--- config.mk ---
export PLATFORM = sky130hd
export DESIGN_NAME = blast_engine
export DESIGN_NICKNAME = d
export VERILOG_FILES = /design/src/rtl/bomberman_pkg.sv /design/src/rtl/bomb_slots.sv /design/src/rtl/blast_engine.sv
export SDC_FILE = /design/constraint.sdc
export NUM_CORES = 1
export LEC_CHECK = 0
export BUFFER_PORTS_ARGS = -buffer_cell sky130_fd_sc_hd__buf_4
export CELL_PAD_IN_SITES_DETAIL_PLACEMENT = 1
export CELL_PAD_IN_SITES_GLOBAL_PLACEMENT = 2
export CORE_ASPECT_RATIO = 1.4
export CORE_MARGIN = 2
export CORE_UTILIZATION = 40
export DETAILED_ROUTE_END_ITERATION = 16
export HOLD_SLACK_MARGIN = 0.05
export PLACE_DENSITY_LB_ADDON = 0.1
export SETUP_SLACK_MARGIN = 0.15
export SKIP_CTS_REPAIR_TIMING = 1
export SYNTH_ARGS = -nofsm -noshare
export SYNTH_HDL_FRONTEND = slang
export SYNTH_HIERARCHICAL = 1
export SYNTH_SLANG_ARGS = --single-unit
--- constraint.sdc ---
create_clock -name clk -period 8.5 [get_ports clk]
set_input_delay 0.85 -clock clk [delete_from_list [all_inputs] [get_ports clk]]
set_output_delay 0.85 -clock clk [all_outputs]
set_load 0.01 [all_outputs]
--- src/rtl/bomberman_pkg.sv ---
// bomberman_pkg: arena codes, coordinate width and blast-engine FSM states
package bomberman_pkg;
    localparam int COORD_W = 4;
    localparam logic [1:0] EMPTY = 2'd0;
    localparam logic [1:0] HARD  = 2'd1;
    localparam logic [1:0] SOFT  = 2'd2;
    localparam logic [1:0] BOMB  = 2'd3;
    typedef enum logic [2:0] {IDLE, DECR, SELECT, CENTER, RD, EVAL, FREE, DAMAGE} engineState;
endpackage

--- src/rtl/bomb_slots.sv ---
// bomb_slots: live-bomb table with fuse counters, lowest-free allocation and lowest-expired lookup
module bomb_slots
    import bomberman_pkg::*;
#(
    parameter int MAX_BOMBS = 4,
    parameter int FUSE = 3,
    localparam int IW = MAX_BOMBS > 1 ? $clog2(MAX_BOMBS) : 1,
    localparam int FW = $clog2(FUSE + 1)
) (
    input  logic clk,
    input  logic rst,
    input  logic allocEn,
    input  logic decAll,
    input  logic forceEn,
    input  logic freeEn,
    input  logic [IW-1:0] freeIdx,
    input  logic [COORD_W-1:0] matchX,
    input  logic [COORD_W-1:0] matchY,
    output logic [IW-1:0] expIdx,
    output logic anyExp,
    output logic freeAvail,
    output logic occMatch,
    output logic [COORD_W-1:0] expX,
    output logic [COORD_W-1:0] expY
);
    logic [MAX_BOMBS-1:0] valid;
    logic [MAX_BOMBS-1:0] hit;
    logic [COORD_W-1:0] slotX [MAX_BOMBS];
    logic [COORD_W-1:0] slotY [MAX_BOMBS];
    logic [FW-1:0] fuse [MAX_BOMBS];
    logic [IW-1:0] freeLow;

    // Descending scan so the lowest index wins both searches
    always_comb begin
        hit = '0;
        freeLow = '0;
        freeAvail = 1'b0;
        expIdx = '0;
        anyExp = 1'b0;
        for (int i = MAX_BOMBS - 1; i >= 0; i--) begin
            hit[i] = valid[i] && slotX[i] == matchX && slotY[i] == matchY;
            if (!valid[i]) begin
                freeLow = IW'(i);
                freeAvail = 1'b1;
            end
            if (valid[i] && fuse[i] == '0) begin
                expIdx = IW'(i);
                anyExp = 1'b1;
            end
        end
    end

    assign occMatch = |hit;
    assign expX = slotX[expIdx];
    assign expY = slotY[expIdx];

    always_ff @(posedge clk or posedge rst)
        if (rst) begin
            valid <= '0;
            for (int i = 0; i < MAX_BOMBS; i++) begin
                slotX[i] <= '0;
                slotY[i] <= '0;
                fuse[i] <= '0;
            end
        end else
            for (int i = 0; i < MAX_BOMBS; i++) begin
                if (allocEn && freeLow == IW'(i)) begin
                    valid[i] <= 1'b1;
                    slotX[i] <= matchX;
                    slotY[i] <= matchY;
                    fuse[i] <= FW'(FUSE);
                end
                if (decAll && valid[i] && fuse[i] != '0) fuse[i] <= fuse[i] - 1'b1;
                if (forceEn && hit[i]) fuse[i] <= '0;
                if (freeEn && freeIdx == IW'(i)) valid[i] <= 1'b0;
            end
endmodule

--- src/rtl/blast_engine.sv ---
// blast_engine: owns live bombs, counts fuses on the bomb tick and resolves
// cross-shaped blasts over the arena, chaining bombs and damaging players.
module blast_engine
    import bomberman_pkg::*;
#(
    parameter int GRID = 10,
    parameter int MAX_BOMBS = 4,
    parameter int FUSE = 3,
    parameter int RANGE = 2,
    parameter int HEALTH_INIT = 1
) (
    input  logic clk,
    input  logic rst,
    input  logic bomb_tick,
    input  logic place_valid,
    input  logic [COORD_W-1:0] place_x,
    input  logic [COORD_W-1:0] place_y,
    output logic place_ready,
    input  logic [COORD_W-1:0] pos_a_x,
    input  logic [COORD_W-1:0] pos_a_y,
    input  logic [COORD_W-1:0] pos_b_x,
    input  logic [COORD_W-1:0] pos_b_y,
    output logic [COORD_W-1:0] arena_rd_x,
    output logic [COORD_W-1:0] arena_rd_y,
    input  logic [1:0] arena_rd_data,
    output logic arena_wr_en,
    output logic [COORD_W-1:0] arena_wr_x,
    output logic [COORD_W-1:0] arena_wr_y,
    output logic [1:0] arena_wr_data,
    output logic [1:0] health_a,
    output logic [1:0] health_b,
    output logic game_over,
    output logic busy
);
    localparam int IW = MAX_BOMBS > 1 ? $clog2(MAX_BOMBS) : 1;
    localparam int SW = $clog2(RANGE + 1);
    localparam logic [SW-1:0] RANGE_S = SW'(RANGE);
    localparam logic signed [COORD_W+1:0] GRID_S = (COORD_W + 2)'(GRID);

    engineState state;
    logic pending, hitA, hitB, hitNowA, hitNowB;
    logic inGrid, accept, allocEn, occMatch, freeAvail, anyExp;
    logic [1:0] dir;
    logic [SW-1:0] step;
    logic [IW-1:0] selIdx, expIdx;
    logic [COORD_W-1:0] cx, cy, rdX, rdY, expX, expY, chkX, chkY;
    logic signed [COORD_W+1:0] tx, ty, stepS;

    // Target cell of the current direction/step, signed so the low edge is detectable
    assign stepS = (COORD_W + 2)'(step);
    assign tx = $signed({2'b00, cx}) + (dir == 2'd0 ? stepS : dir == 2'd1 ? -stepS : '0);
    assign ty = $signed({2'b00, cy}) + (dir == 2'd2 ? stepS : dir == 2'd3 ? -stepS : '0);
    assign inGrid = !tx[COORD_W+1] && tx < GRID_S && !ty[COORD_W+1] && ty < GRID_S;

    assign place_ready = state == IDLE && freeAvail && !pending && !bomb_tick;
    assign accept = place_valid && place_ready;
    assign allocEn = accept && !occMatch;

    // Only in-grid addresses ever leave the block; rdX/rdY hold the address through EVAL
    assign arena_rd_x = state == RD && inGrid ? tx[COORD_W-1:0] : rdX;
    assign arena_rd_y = state == RD && inGrid ? ty[COORD_W-1:0] : rdY;

    assign arena_wr_en = allocEn || state == FREE || (state == EVAL && arena_rd_data == SOFT);
    assign arena_wr_x = state == IDLE ? place_x : state == FREE ? cx : rdX;
    assign arena_wr_y = state == IDLE ? place_y : state == FREE ? cy : rdY;
    assign arena_wr_data = state == IDLE ? BOMB : EMPTY;

    assign chkX = state == CENTER ? cx : rdX;
    assign chkY = state == CENTER ? cy : rdY;
    assign hitNowA = pos_a_x == chkX && pos_a_y == chkY;
    assign hitNowB = pos_b_x == chkX && pos_b_y == chkY;

    assign busy = state != IDLE;
    assign game_over = health_a == 2'd0 || health_b == 2'd0;

    bomb_slots #(.MAX_BOMBS(MAX_BOMBS), .FUSE(FUSE)) slots (
        .clk(clk),
        .rst(rst),
        .allocEn(allocEn),
        .decAll(state == DECR),
        .forceEn(state == EVAL && arena_rd_data == BOMB),
        .freeEn(state == FREE),
        .freeIdx(selIdx),
        .matchX(state == EVAL ? rdX : place_x),
        .matchY(state == EVAL ? rdY : place_y),
        .expIdx(expIdx),
        .anyExp(anyExp),
        .freeAvail(freeAvail),
        .occMatch(occMatch),
        .expX(expX),
        .expY(expY)
    );

    always_ff @(posedge clk or posedge rst)
        if (rst) begin
            state <= IDLE;
            pending <= 1'b0;
            hitA <= 1'b0;
            hitB <= 1'b0;
            dir <= '0;
            step <= '0;
            selIdx <= '0;
            cx <= '0;
            cy <= '0;
            rdX <= '0;
            rdY <= '0;
            health_a <= 2'(HEALTH_INIT);
            health_b <= 2'(HEALTH_INIT);
        end else begin
            if (bomb_tick && state != IDLE) pending <= 1'b1;
            case (state)
                IDLE: if (bomb_tick || pending) begin
                    pending <= 1'b0;
                    state <= DECR;
                end
                DECR: state <= SELECT;
                SELECT: if (anyExp) begin
                    selIdx <= expIdx;
                    cx <= expX;
                    cy <= expY;
                    state <= CENTER;
                end else state <= DAMAGE;
                CENTER: begin
                    hitA <= hitA | hitNowA;
                    hitB <= hitB | hitNowB;
                    dir <= '0;
                    step <= SW'(1);
                    state <= RD;
                end
                RD: if (inGrid) begin
                    rdX <= tx[COORD_W-1:0];
                    rdY <= ty[COORD_W-1:0];
                    state <= EVAL;
                end else if (dir == 2'd3) state <= FREE;
                else begin
                    dir <= dir + 2'd1;
                    step <= SW'(1);
                end
                EVAL: begin
                    if (arena_rd_data == BOMB || arena_rd_data == EMPTY) begin
                        hitA <= hitA | hitNowA;
                        hitB <= hitB | hitNowB;
                    end
                    if (arena_rd_data == EMPTY && step != RANGE_S) begin
                        step <= step + 1'b1;
                        state <= RD;
                    end else if (dir == 2'd3) state <= FREE;
                    else begin
                        dir <= dir + 2'd1;
                        step <= SW'(1);
                        state <= RD;
                    end
                end
                FREE: state <= SELECT;
                DAMAGE: begin
                    health_a <= hitA && health_a != 2'd0 ? health_a - 2'd1 : health_a;
                    health_b <= hitB && health_b != 2'd0 ? health_b - 2'd1 : health_b;
                    hitA <= 1'b0;
                    hitB <= 1'b0;
                    state <= IDLE;
                end
                default: state <= IDLE;
            endcase
        end
endmodule

### After elaboration in Yosys (flattened, before gate mapping)

Cells that the tools add are included.

| operators by class | value |
|---|---|
| $add $sub $neg | 11 |
| equal/unequal tests | 36 |
| multiplexer cells | 79 |
| bitwise gates (word level) | 3 |
| magnitude comparators | 3 |
| reduce and logical (&&, ||, !) cells | 97 |

Operators by type and width:

| kind | count |
|---|---|
| $mux W2 | 29 |
| $mux W4 | 14 |
| $logic_and A1 B1 Y1 | 49 |
| $eq A4 B4 Y1 | 12 |
| $mux W6 | 4 |
| $mux W1 | 21 |
| $pmux W3 S7 | 1 |
| $reduce_bool A3 Y1 | 7 |
| $logic_not A2 Y1 | 10 |
| $reduce_bool A2 Y1 | 10 |
| $bmux W4 S2 | 2 |
| $eq A2 B2 Y1 const B | 8 |
| $reduce_and A2 Y1 | 7 |
| $add A4 B6 Y6 | 2 |
| $eq A3 B3 Y1 const B | 4 |
| $lt A6 B5 Y1 const B | 2 |
| $mux W3 | 4 |
| $pmux W2 S3 | 2 |
| $sub A2 B1 Y2 const B | 6 |
| $eq A2 B1 Y1 const B | 3 |
| $eq A3 B2 Y1 const B | 2 |
| $ne A2 B2 Y1 const B | 3 |
| $neg A2 Y6 | 1 |
| $pmux W1 S3 | 2 |
| 13 further kinds | 24 |

| storage, ports and cells | value |
|---|---|
| word-level logic and storage cells | 258 |
| flip-flop bits (word level) | 76 |
| output and inout bits | 26 |

### Depth between registers and ports, before layout

Gate-level depths: netlist of the first run.

| depth | value |
|---|---|
| depth after elaboration | 13 |
| mapped depth | 16 |
| mapped depth without buffers | 13 |

### Hierarchy

Netlist of the first run, hierarchy kept.

By module, submodules not included:

| module | area an instance (um2) | cells an instance | instances |
|---|---|---|---|
| bomb_slots | 2651.3 | 229 | 1 |
| blast_engine | 2605.0 | 291 | 1 |

### Worst setup path after synthesis of the first run

OpenSTA, ideal clock, no wires.

| timing | value |
|---|---|
| path type | reg2out |
| from | reg dir[0] |
| to | out arena_rd_x[0] |
| arrival | 3.066 ns |
| setup slack | 4.584 ns |
| required time | 7.650 ns |
| cell stages (with the launch flop) | 11 |
| cells stage by stage | dfrtp_1 > ha_1 > clkbuf_1 > nor3b_1 > ha_1 > xor2_1 > a221o_1 > a311oi_1 > a2111oi_4 > nand2_4 > mux2_4 |

| on the way | value |
|---|---|
| longest elaborated chain between the ends | 10 |
| elaborated cells between the ends (all ways) | 19 |
| classes of those cells | add/sub (2); order compare (2); eq/ne (3); mux (5); reduce/logical (7) |

Ends and longest elaborated chain:

| item | line | RTL |
|---|---|---|
| start: declaration | blast_engine.sv:43 | `logic [1:0] dir;` |
| start signal: assignment | blast_engine.sv:136 | `dir <= dir + 2'd1;` |
| start signal: assignment | blast_engine.sv:149 | `dir <= dir + 2'd1;` |
| $eq A2 B1 Y1 | blast_engine.sv:51 | `assign tx = $signed({2'b00, cx}) + (dir == 2'd0 ? stepS : dir == 2'd1 ? -stepS : '0);` |
| $mux W6 (2 in series) | blast_engine.sv:51 |  |
| $add A4 B6 Y6 | blast_engine.sv:51 |  |
| $lt A6 B5 Y1 or $logic_not A1 Y1 (tied branches) | blast_engine.sv:53 | `assign inGrid = !tx[COORD_W+1] && tx < GRID_S && !ty[COORD_W+1] && ty < GRID_S;` |
| $logic_and A1 B1 Y1 (3 in series) | blast_engine.sv:53 |  |
| $logic_and A1 B1 Y1 | blast_engine.sv:60 | `assign arena_rd_x = state == RD && inGrid ? tx[COORD_W-1:0] : rdX;` |
| $mux W4 (*) | blast_engine.sv:60 |  |
| end: declaration | blast_engine.sv:23 | `output logic [COORD_W-1:0] arena_rd_x,` |

Mark *: on every way between the ends. The rest lies on a longest branch, timed or not.

### Final worst setup path of the first run

| timing | value |
|---|---|
| from | reg state[2] |
| to | out arena_wr_en |

| on the way | value |
|---|---|
| longest elaborated chain between the ends | 10 |
| elaborated cells between the ends (all ways) | 31 |
| classes of those cells | eq/ne (10); mux (2); reduce/logical (19) |

Ends and longest elaborated chain:

| item | line | RTL |
|---|---|---|
| start: declaration | blast_engine.sv:40 | `engineState state;` |
| start signal: assignment | blast_engine.sv:96 | `state <= IDLE;` |
| start signal: assignment | blast_engine.sv:114 | `state <= DECR;` |
| start signal: assignment | blast_engine.sv:116 | `DECR: state <= SELECT;` |
| $eq A3 B3 Y1 (*) | blast_engine.sv:84, blast_engine.sv:85 |  |
| $mux W4 | blast_engine.sv:84 | `.matchX(state == EVAL ? rdX : place_x),` |
| $eq A4 B4 Y1 | bomb_slots.sv:41 | `hit[i] = valid[i] && slotX[i] == matchX && slotY[i] == matchY;` |
| $logic_and A1 B1 Y1 (2 in series) | bomb_slots.sv:41 |  |
| $reduce_or A4 Y1 (*) | bomb_slots.sv:53 | `assign occMatch = \|hit;` |
| named net occMatch | blast_engine.sv:42 | `logic inGrid, accept, allocEn, occMatch, freeAvail, anyExp;` |
| $logic_not A1 Y1 (*) | blast_engine.sv:57 | `assign allocEn = accept && !occMatch;` |
| $logic_and A1 B1 Y1 (*) | blast_engine.sv:57 |  |
| named net allocEn | blast_engine.sv:42 |  |
| $logic_or A1 B1 Y1 (*) (2 in series) | blast_engine.sv:63 | `assign arena_wr_en = allocEn \|\| state == FREE \|\| (state == EVAL && arena_rd_data == SOFT);` |
| end: declaration | blast_engine.sv:26 | `output logic arena_wr_en,` |

The timed path passes the listed nets; every way through them passes the cells marked *.

==> run_results.csv, run 1 <==
group,metric,value,unit
pwr,switchingPower,777,µW
clock_tree,cts_tree,"yes",
worst_setup_path,path_cells,"nor2b_1, nand2_1, o21ai_0, xnor2_1, nand4_1, nor4_1, or4_4, and3b_1, a311o_1, buf_4",
floorplan,start_util,0.410,
timing,clock_skew,0.00685,ns
timing,layout_min_cycle_time,5.37,ns
layout,final_cell_mix,"dfrtp_1 (74), buf_4 (57), nand2_1 (48)",
layout,final_common_cell,"dfrtp_1",
yosys,synthArstFlopShare,1.00,
pwr,switching_share,0.425,
layout,diodes,0,
global_routing,antenna_found_initial,0,
yosys,syn_nets,574,
clock_tree,cts-root-buf,"clkbuf_16",
global_routing,grt_pass1_vias,4276,
timing,setup_tns,0,ns
timing,max_freq,0.186,GHz
global_routing,grt_usage,0.223,
floorplan,design.portCount,56,
run_status,status,"finished clean",
worst_setup_path,cp-start-kind,"flip-flop",
drt,dr.pass1.iters,4,
pwr,vdd_ir_drop_max,0.108,mV
drt,avgViaCountPerCell,5.68,
clock_tree,cts_max_level,3,
place,place_hpwl,11900,µm
clock_tree,clock_sinks,76,
pwr,seq_power_share,0.312,
layout,layout.nets,615,
yosys,syn_avg_cell_area,10.1,µm²
drt,ant_nets,0,
worst_setup_path,cp_data_required_time,7.65,ns
pwr,p_int,1050,µW
floorplan,num_rows,49,
global_routing,grt_pass1_wl,23800,µm
clock_tree,cts_buffers,9,
pwr,p_comb_frac,0.483,
yosys,synth_edf_count,0,
worst_setup_path,slowest_delay,1.00,ns
yosys,ys_ff_latch,76,
clock_tree,clkTransAtPathRegs,0.07,ns
drt,drc,0,
yosys,ys_types,68,
place,placed_cells,703,
global_routing,grt_max_degree,45,
global_routing,grt_overflow,0,
worst_setup_path,critPathKind,"flip-flop to primary output",
timing,slew_viol_final,0,
timing,post-route-period-util,0.632,
hold_path,hold_class,"flip-flop to flip-flop",
timing,setup_viol,0,
drt,drt-total-wl,15000,µm
layout,area_growth,13.9,%
place,gp_routability_congestion,0.851,
layout,stdcell_count,719,
yosys,ys_seq_area_frac,0.362,
yosys,synth_top_cells_by_area,"dfrtp_1 (35%), xnor2_1 (5.8%), ha_1 (5.2%)",
yosys,syn-cell-area,5260,µm²
floorplan,die_w,101,µm
worst_setup_path,worstSetupEndpointType,"primary output",
job,maxCapViolCount,0,
worst_setup_path,crit_path_max_fanout,12,
layout,final_layout_size_suffix_gt1_frac,0.239,
timing,slew_headroom,0.230,
worst_setup_path,cp_slowest_cell,"o21ai_0",
floorplan,die_y,140,µm
hold_path,hold_path_depth,2,
timing,rsz0062_at_grt,"no",
timing,hold_viol,0,
timing,worstMarginPinSlew,1.14,ns
drt,wire_per_inst,20.9,µm
clock_tree,clk-insertion-delay-late,0.34,ns
place,io_buffers,55,
yosys,yosys.area.top_type,"dfrtp_1",
floorplan,core-area,12800,µm²
yosys,ys.flop_type,"dfrtp_1",
worst_setup_path,reg2regPathDepth,11,
yosys,yosysWarnings,6,
drt,drtIter0Drc,156,
clock_tree,clockBufferDepth,2,
pwr,p_leak,0.00281,µW
worst_setup_path,arrival,4.52,ns
floorplan,die-area,14100,µm²
yosys,yosysTopAreaCellShare,0.352,
pwr,pwr_density_cell,305,nW/µm²
yosys,synthCells,520,
pwr,clockPowerShare,0.205,
drt,vias,4083,
==> worst max-delay path: cells and delay by family (launching register included) <==
family	cells	cell delay (ns)
AOI/OAI and AO/OA	2	1.30
xor gates and xnor gates	1	0.20
buffers and inverters	1	0.15
DFF	1	0.53
and+or+nand+nor	6	2.00
==> power groups by stage <==
stage / logic, µW / registers [µW] / clock network (µW)
floorplan: 651 / 512 / 0
global placement: 873 / 568 / 0
detailed placement: 892 / 575 / 0
CTS: 896 / 569 / 383
global route: 964 / 587 / 398
finish: 882 / 570 / 374
==> synth_stat cells (all sizes together), types with 3 or more instances <==
cell type  number
a21oi          12
a221oi          6
a22o            5
a22oi           3
a31oi          10
buf            19
clkbuf          8
dfrtp          74
ha             22
inv            36
mux2           52
mux2i          10
mux4            5
nand2          52
nand2b          4
nand3          20
nand3b          3
nand4          12
nor2           27
nor2b           5
nor3            9
nor3b           5
nor4            5
o21ai          19
o31ai           3
o32a            3
xnor2          35
xor2           20
==> per-stage QoR <==
stage	power, µW	setup WS, ns	cell area [µm²]	hold slack [ns]	utilization
global route	1950	2.85	5990	0.513	0.467
global placement	1440	3.61	5710	0.467	0.445
detailed placement	1470	3.42	5710	0.463	0.445
floorplan	1160	4.58	5260	0.440	-
CTS	1850	3.12	5990	0.479	0.467
finish	1830	3.13	5990	0.472	0.467
==> routing by layer <==
metal,global-route usage,vias to the layer above,routed length [µm]
met1,0.263,2051,6000
met2,0.396,84,8040
met3,0.0301,29,457
met5,0,-,0
met4,0.100,0,550
li1,-,1919,-
==> cell families (layout without fill, tap and decap cells) <==
| group | count (synthesis) | in the layout | share of synthesized area |
|---|---|---|---|
| mux | 67 | 67 | 0.162 |
| buf+inv | 64 | 110 | 0.0588 |
| flops | 76 | 76 | 0.362 |
| compound gates | 80 | 80 | 0.114 |
| simple gates | 154 | 154 | 0.151 |
| fa+ha+maj | 24 | 24 | 0.0600 |
| xor+xnor | 55 | 55 | 0.0916 |
==> layout make-up <==
type | instances | area (µm²)
clock buffer | 9 | 225
clock inverter | 7 | 58.8
fill | 1456 | 6820
inverter | 37 | 139
multi-input combinational | 380 | 3040
sequential | 76 | 1900
tap | 153 | 191
timing repair buffer | 57 | 428
==> state kept, by name, indices dropped and copies added, names as in the netlist <==
name         cells
cx               4
cy               4
dir              2
health_a         2
health_b         2
hitA             1
hitB             1
pending          1
rdX              4
rdY              4
selIdx           2
slots/fuse       8
slots/slotX     16
slots/slotY     16
slots/valid      4
state            3
step             2
==> final timing paths <==
| check | startpoint | endpoint | slack (ns) |
|---|---|---|---|
| min | hitB | hitB | 0.47 |
| min reg2reg | hitB | hitB | 0.47 |
| min in group asynchronous | rst | cx[1] | 0.63 |
| max in group asynchronous | rst | slots/fuse[4] | 7.42 |
| max reg2reg | state[2] | slots/slotX[7] | 3.42 |
| max | state[2] | arena_wr_en | 3.13 |
(Power assumes the default switching activity.)
==> run 2: changes to the inputs <==
CORE_UTILIZATION = 38   (was 40)
clock period = 5 ns   (was 8.5 ns; I/O delays follow)
==> run_results.csv, run 2 (synthesis results as in run 1) <==
group,metric,value,unit
timing,setup_tns,0,ns
drt,vias,4116,
global_routing,grt_pass1_wl,24900,µm
layout,final_cell_mix,"dfrtp_1 (74), buf_4 (63), nand2_1 (48)",
global_routing,grt_usage,0.225,
global_routing,grt_overflow,0,
worst_setup_path,arrival,4.14,ns
clock_tree,cts_tree,"yes",
drt,drtIter0Drc,93,
clock_tree,cts_buffers,9,
run_status,status,"finished clean",
place,io_buffers,55,
timing,setup_viol,0,
drt,drt-total-wl,15700,µm
floorplan,num_rows,50,
floorplan,die-area,14800,µm²
clock_tree,clk-insertion-delay-late,0.35,ns
drt,ant_nets,0,
global_routing,antenna_found_initial,0,
worst_setup_path,path_buf_inv,3,
timing,layout_min_cycle_time,4.64,ns
layout,final_common_cell,"dfrtp_1",
clock_tree,cts-root-buf,"clkbuf_16",
pwr,pwr_density_cell,529,nW/µm²
drt,dr.pass1.iters,4,
timing,worstMarginPinSlew,1.00,ns
timing,hold_viol,0,
worst_setup_path,crit_path_max_fanout,9,
floorplan,die_w,103,µm
timing,slew_headroom,0.331,
worst_setup_path,worstSetupEndpointType,"primary output",
worst_setup_path,crit_top_cell,"inv_1",
place,place_hpwl,12000,µm
drt,drc,0,
floorplan,core-area,13500,µm²
worst_setup_path,cp_data_required_time,4.50,ns
clock_tree,cts_max_level,3,
worst_setup_path,crit_family,"compound AO/OA/AOI/OAI gates",
timing,max_freq,0.215,GHz
job,maxCapViolCount,0,
layout,diodes,0,
worst_setup_path,slowest_delay,0.59,ns
worst_setup_path,cp-start-kind,"flip-flop",
floorplan,design.portCount,56,
worst_setup_path,path_cells,"inv_1, ha_1, nand2_1, o21ai_0, fa_1, inv_1, a21oi_1, o32a_4, a2111oi_4, nand2_4, mux2_4, buf_4",
place,place_area,5790,µm²
drt,avgViaCountPerCell,5.46,
pwr,p_leak,0.00287,µW
global_routing,met2_usage,0.421,
layout,final_layout_size_suffix_gt1_frac,0.248,
pwr,vdd_ir_drop_max,0.179,mV
global_routing,top_usage_layer,"met2",
timing,rsz0062_at_grt,"no",
place,gp_routability_congestion,0.852,
layout,fillers,1524,
hold_path,hold_class,"input pin to async pin",
clock_tree,clock_sinks,76,
clock_tree,clkTransAtPathRegs,0.06,ns
layout,top_regs,"slots/slotX x16, slots/slotY x16, slots/fuse x8",
global_routing,grt_max_degree,45,
layout,regArea,1900,µm²
clock_tree,clockBufferDepth,2,
global_routing,grt_use_met3,0.0186,
worst_setup_path,cp_slowest_cell,"fa_1",
timing,slew_viol_final,0,
timing,post-route-period-util,0.929,
global_routing,grt_pass1_vias,4515,
worst_setup_path,critPathKind,"flip-flop to primary output",
global_routing,use_met1,0.255,
layout,multi_input_area,3050,µm²
layout,final_area,6130,µm²
timing,clock_skew,0.0130,ns
drt,wire_per_inst,20.8,µm
layout,layout.nets,621,
floorplan,start_util,0.391,
floorplan,die_y,143,µm
layout,area_growth,16.6,%
==> run 2: cell type report <==
type,count,area share
Multi-Input combinational cell,380,0.497
Clock buffer,11,0.0412
Clock inverter,5,0.0135
Tap cell,182,0.0372
Sequential cell,76,0.311
Inverter,37,0.0227
Timing Repair Buffer,63,0.0772
==> run 2: where the power goes <==
part / leakage [µW] / total, µW / internal (µW) / switching (µW)
clock network: 0.000166 / 743 / 466 / 276
logic: 0.00169 / 1550 / 697 / 856
registers: 0.00101 / 945 / 766 / 179
==> run 2: through the flow <==
| step | util | total power (µW) | worst slack (ns) | instances | hold WS [ns] |
|---|---|---|---|---|---|
| floorplan | - | 1980 | 1.30 | 520 | 0.440 |
| global placement | 0.430 | 2470 | 0.751 | 738 | 0.458 |
| detailed placement | 0.430 | 2500 | 0.678 | 738 | 0.460 |
| CTS | 0.455 | 3270 | 0.302 | 754 | 0.299 |
| global route | 0.456 | 3460 | 0.166 | 754 | 0.313 |
| finish | 0.456 | 3240 | 0.357 | 754 | 0.275 |
==> run 2: metal layers <==
| metal | vias to the layer above | part of all wire |
|---|---|---|
| met5 | - | 0 |
| met1 | 2090 | 0.39 |
| met3 | 26 | 0.021 |
| met4 | 0 | 0.030 |
| li1 | 1937 | - |
| met2 | 63 | 0.56 |
==> run 2: worst min-delay path, stage by stage <==
cell   delay (ns)
buf_4        0.11
inv_1        0.05
buf_4        0.40
==> run 2: final timing paths <==
check / from / end / slack (ns) / depth (start not counted)
max: step[1] / arena_rd_x[3] / 0.36 / 12
min: rst / pending / 0.27 / 3
max reg2reg: state[1] / slots/slotX[7] / 0.72 / 11
min reg2reg: hitB / hitB / 0.47 / 2
max in group asynchronous: rst / slots/slotX[1] / 4.27 / 3
min in group clk: bomb_tick / pending / 0.43 / 3
==> run 3: changes to the inputs <==
GPL_TIMING_DRIVEN = 0   (was default)
==> run_results.csv, run 3 (synthesis results as in run 1) <==
group,metric,value,unit
layout,fillers,1540,
layout,diodes,0,
drt,drtIter0Drc,130,
floorplan,die-area,14800,µm²
timing,hold_viol,0,
drt,avgViaCountPerCell,5.35,
global_routing,grt_usage,0.217,
drt,dr.pass1.iters,4,
drt,ant_nets,0,
timing,layout_min_cycle_time,4.54,ns
global_routing,grt_max_degree,33,
layout,final_common_cell,"dfrtp_1",
timing,slew_headroom,0.508,
timing,setup_tns,0,ns
layout,layout.nets,641,
worst_setup_path,worstSetupEndpointType,"primary output",
timing,clock_skew,0.00514,ns
layout,final_cell_mix,"dfrtp_1 (74), buf_4 (64), nand2_1 (48)",
clock_tree,cts-root-buf,"clkbuf_16",
timing,hold-worst-slack,0.173,ns
timing,setup_viol,0,
place,gp_routability_congestion,0.869,
floorplan,num_rows,50,
layout,final_area,6260,µm²
layout,final_layout_size_suffix_gt1_frac,0.267,
timing,post-route-period-util,0.907,
pwr,pwr_density_cell,515,nW/µm²
floorplan,die_w,103,µm
drt,wire_per_inst,19.5,µm
global_routing,antenna_found_initial,0,
clock_tree,cts_max_level,3,
place,io_buffers,55,
drt,drc,0,
layout,area_growth,19.0,%
global_routing,grt_overflow,0,
clock_tree,cts_tree,"yes",
pwr,p_leak,0.00292,µW
worst_setup_path,arrival,4.04,ns
worst_setup_path,critPathKind,"flip-flop to primary output",
clock_tree,clockBufferDepth,2,
worst_setup_path,cp_data_required_time,4.50,ns
global_routing,grt_pass1_vias,4441,
floorplan,core-area,13500,µm²
worst_setup_path,cp-start-kind,"flip-flop",
drt,vias,4138,
clock_tree,clk-insertion-delay-late,0.35,ns
job,maxCapViolCount,0,
place,place_hpwl,12000,µm
layout,multi_input_area,3080,µm²
timing,max_freq,0.220,GHz
place,place_area,5920,µm²
floorplan,start_util,0.391,
floorplan,design.portCount,56,
worst_setup_path,crit_path_max_fanout,9,
global_routing,grt_pass1_wl,24200,µm
pwr,vdd_ir_drop_max,0.184,mV
clock_tree,clkTransAtPathRegs,0.06,ns
hold_path,hold_class,"input pin to async pin",
run_status,status,"finished clean",
timing,slew_viol_final,0,
timing,rsz0062_at_grt,"no",
layout,top_regs,"slots/slotX x16, slots/slotY x16, slots/fuse x8",
drt,drt-total-wl,15100,µm
timing,worstMarginPinSlew,0.737,ns
layout,regArea,1900,µm²
clock_tree,clock_sinks,76,
clock_tree,cts_buffers,9,
floorplan,die_y,143,µm
==> run 3: per-layer routing <==
metal  vias to the layer above  GRT usage  wire, µm
li1                       1975          -         -
met1                      2087      0.250      6060
met2                        57      0.403      8380
met3                        19     0.0196       299
met4                         0     0.0831       331
met5                         -          0         0
==> run 3: path summary, 6_finish.rpt <==
check / start / cells after the start / endpoint / slack, ns
setup / recovery: dir[0] / 14 / arena_rd_y[1] / 0.46
hold / removal: rst / 2 / slots/fuse[0] / 0.17
setup reg to reg: state[2] / 14 / slots/slotX[4] / 0.53
hold reg to reg: hitA / 2 / hitA / 0.47
max in group asynchronous: rst / 2 / rdX[3] / 4.23
min in group clk: bomb_tick / 3 / pending / 0.40
==> run 3: final cells by class <==
cell class | count | area share
tap | 182 | 0.0364
clock inverter | 7 | 0.0122
timing repair buffer | 56 | 0.0692
sequential | 76 | 0.304
inverter | 37 | 0.0222
multi-input combinational | 380 | 0.493
clock buffer | 9 | 0.0360
buffer | 27 | 0.0272
==> run 3: metrics by stage <==
step	utilization	power (µW)	setup WS (ns)	cells
2_1_floorplan	-	1980	1.30	520
3_3_place_gp	0.438	2490	0.225	757
3_5_place_dp	0.440	2530	0.164	758
4_1_cts	0.462	3220	-0.215	774
5_1_grt	0.465	3450	0.209	774
6_report	0.465	3220	0.463	774
==> run 3: report_power, final <==
| part | internal (µW) | switching (µW) | leakage [µW] |
|---|---|---|---|
| Combinational | 728 | 902 | 0.00176 |
| Sequential | 766 | 149 | 0.00101 |
| Clock | 389 | 289 | 0.000142 |
==> run 3: critical path, cell delays in order (launching register included) <==
cell,delay (ns)
dfrtp_1,0.40
ha_1,0.16
clkbuf_1,0.33
nor2_1,0.07
nor2_1,0.14
ha_1,0.23
inv_1,0.07
fa_1,0.41
xor2_1,0.19
a221o_1,0.31
a311oi_1,0.48
a2111oi_4,0.15
nand2_4,0.22
mux2i_1,0.33
buf_4,0.18
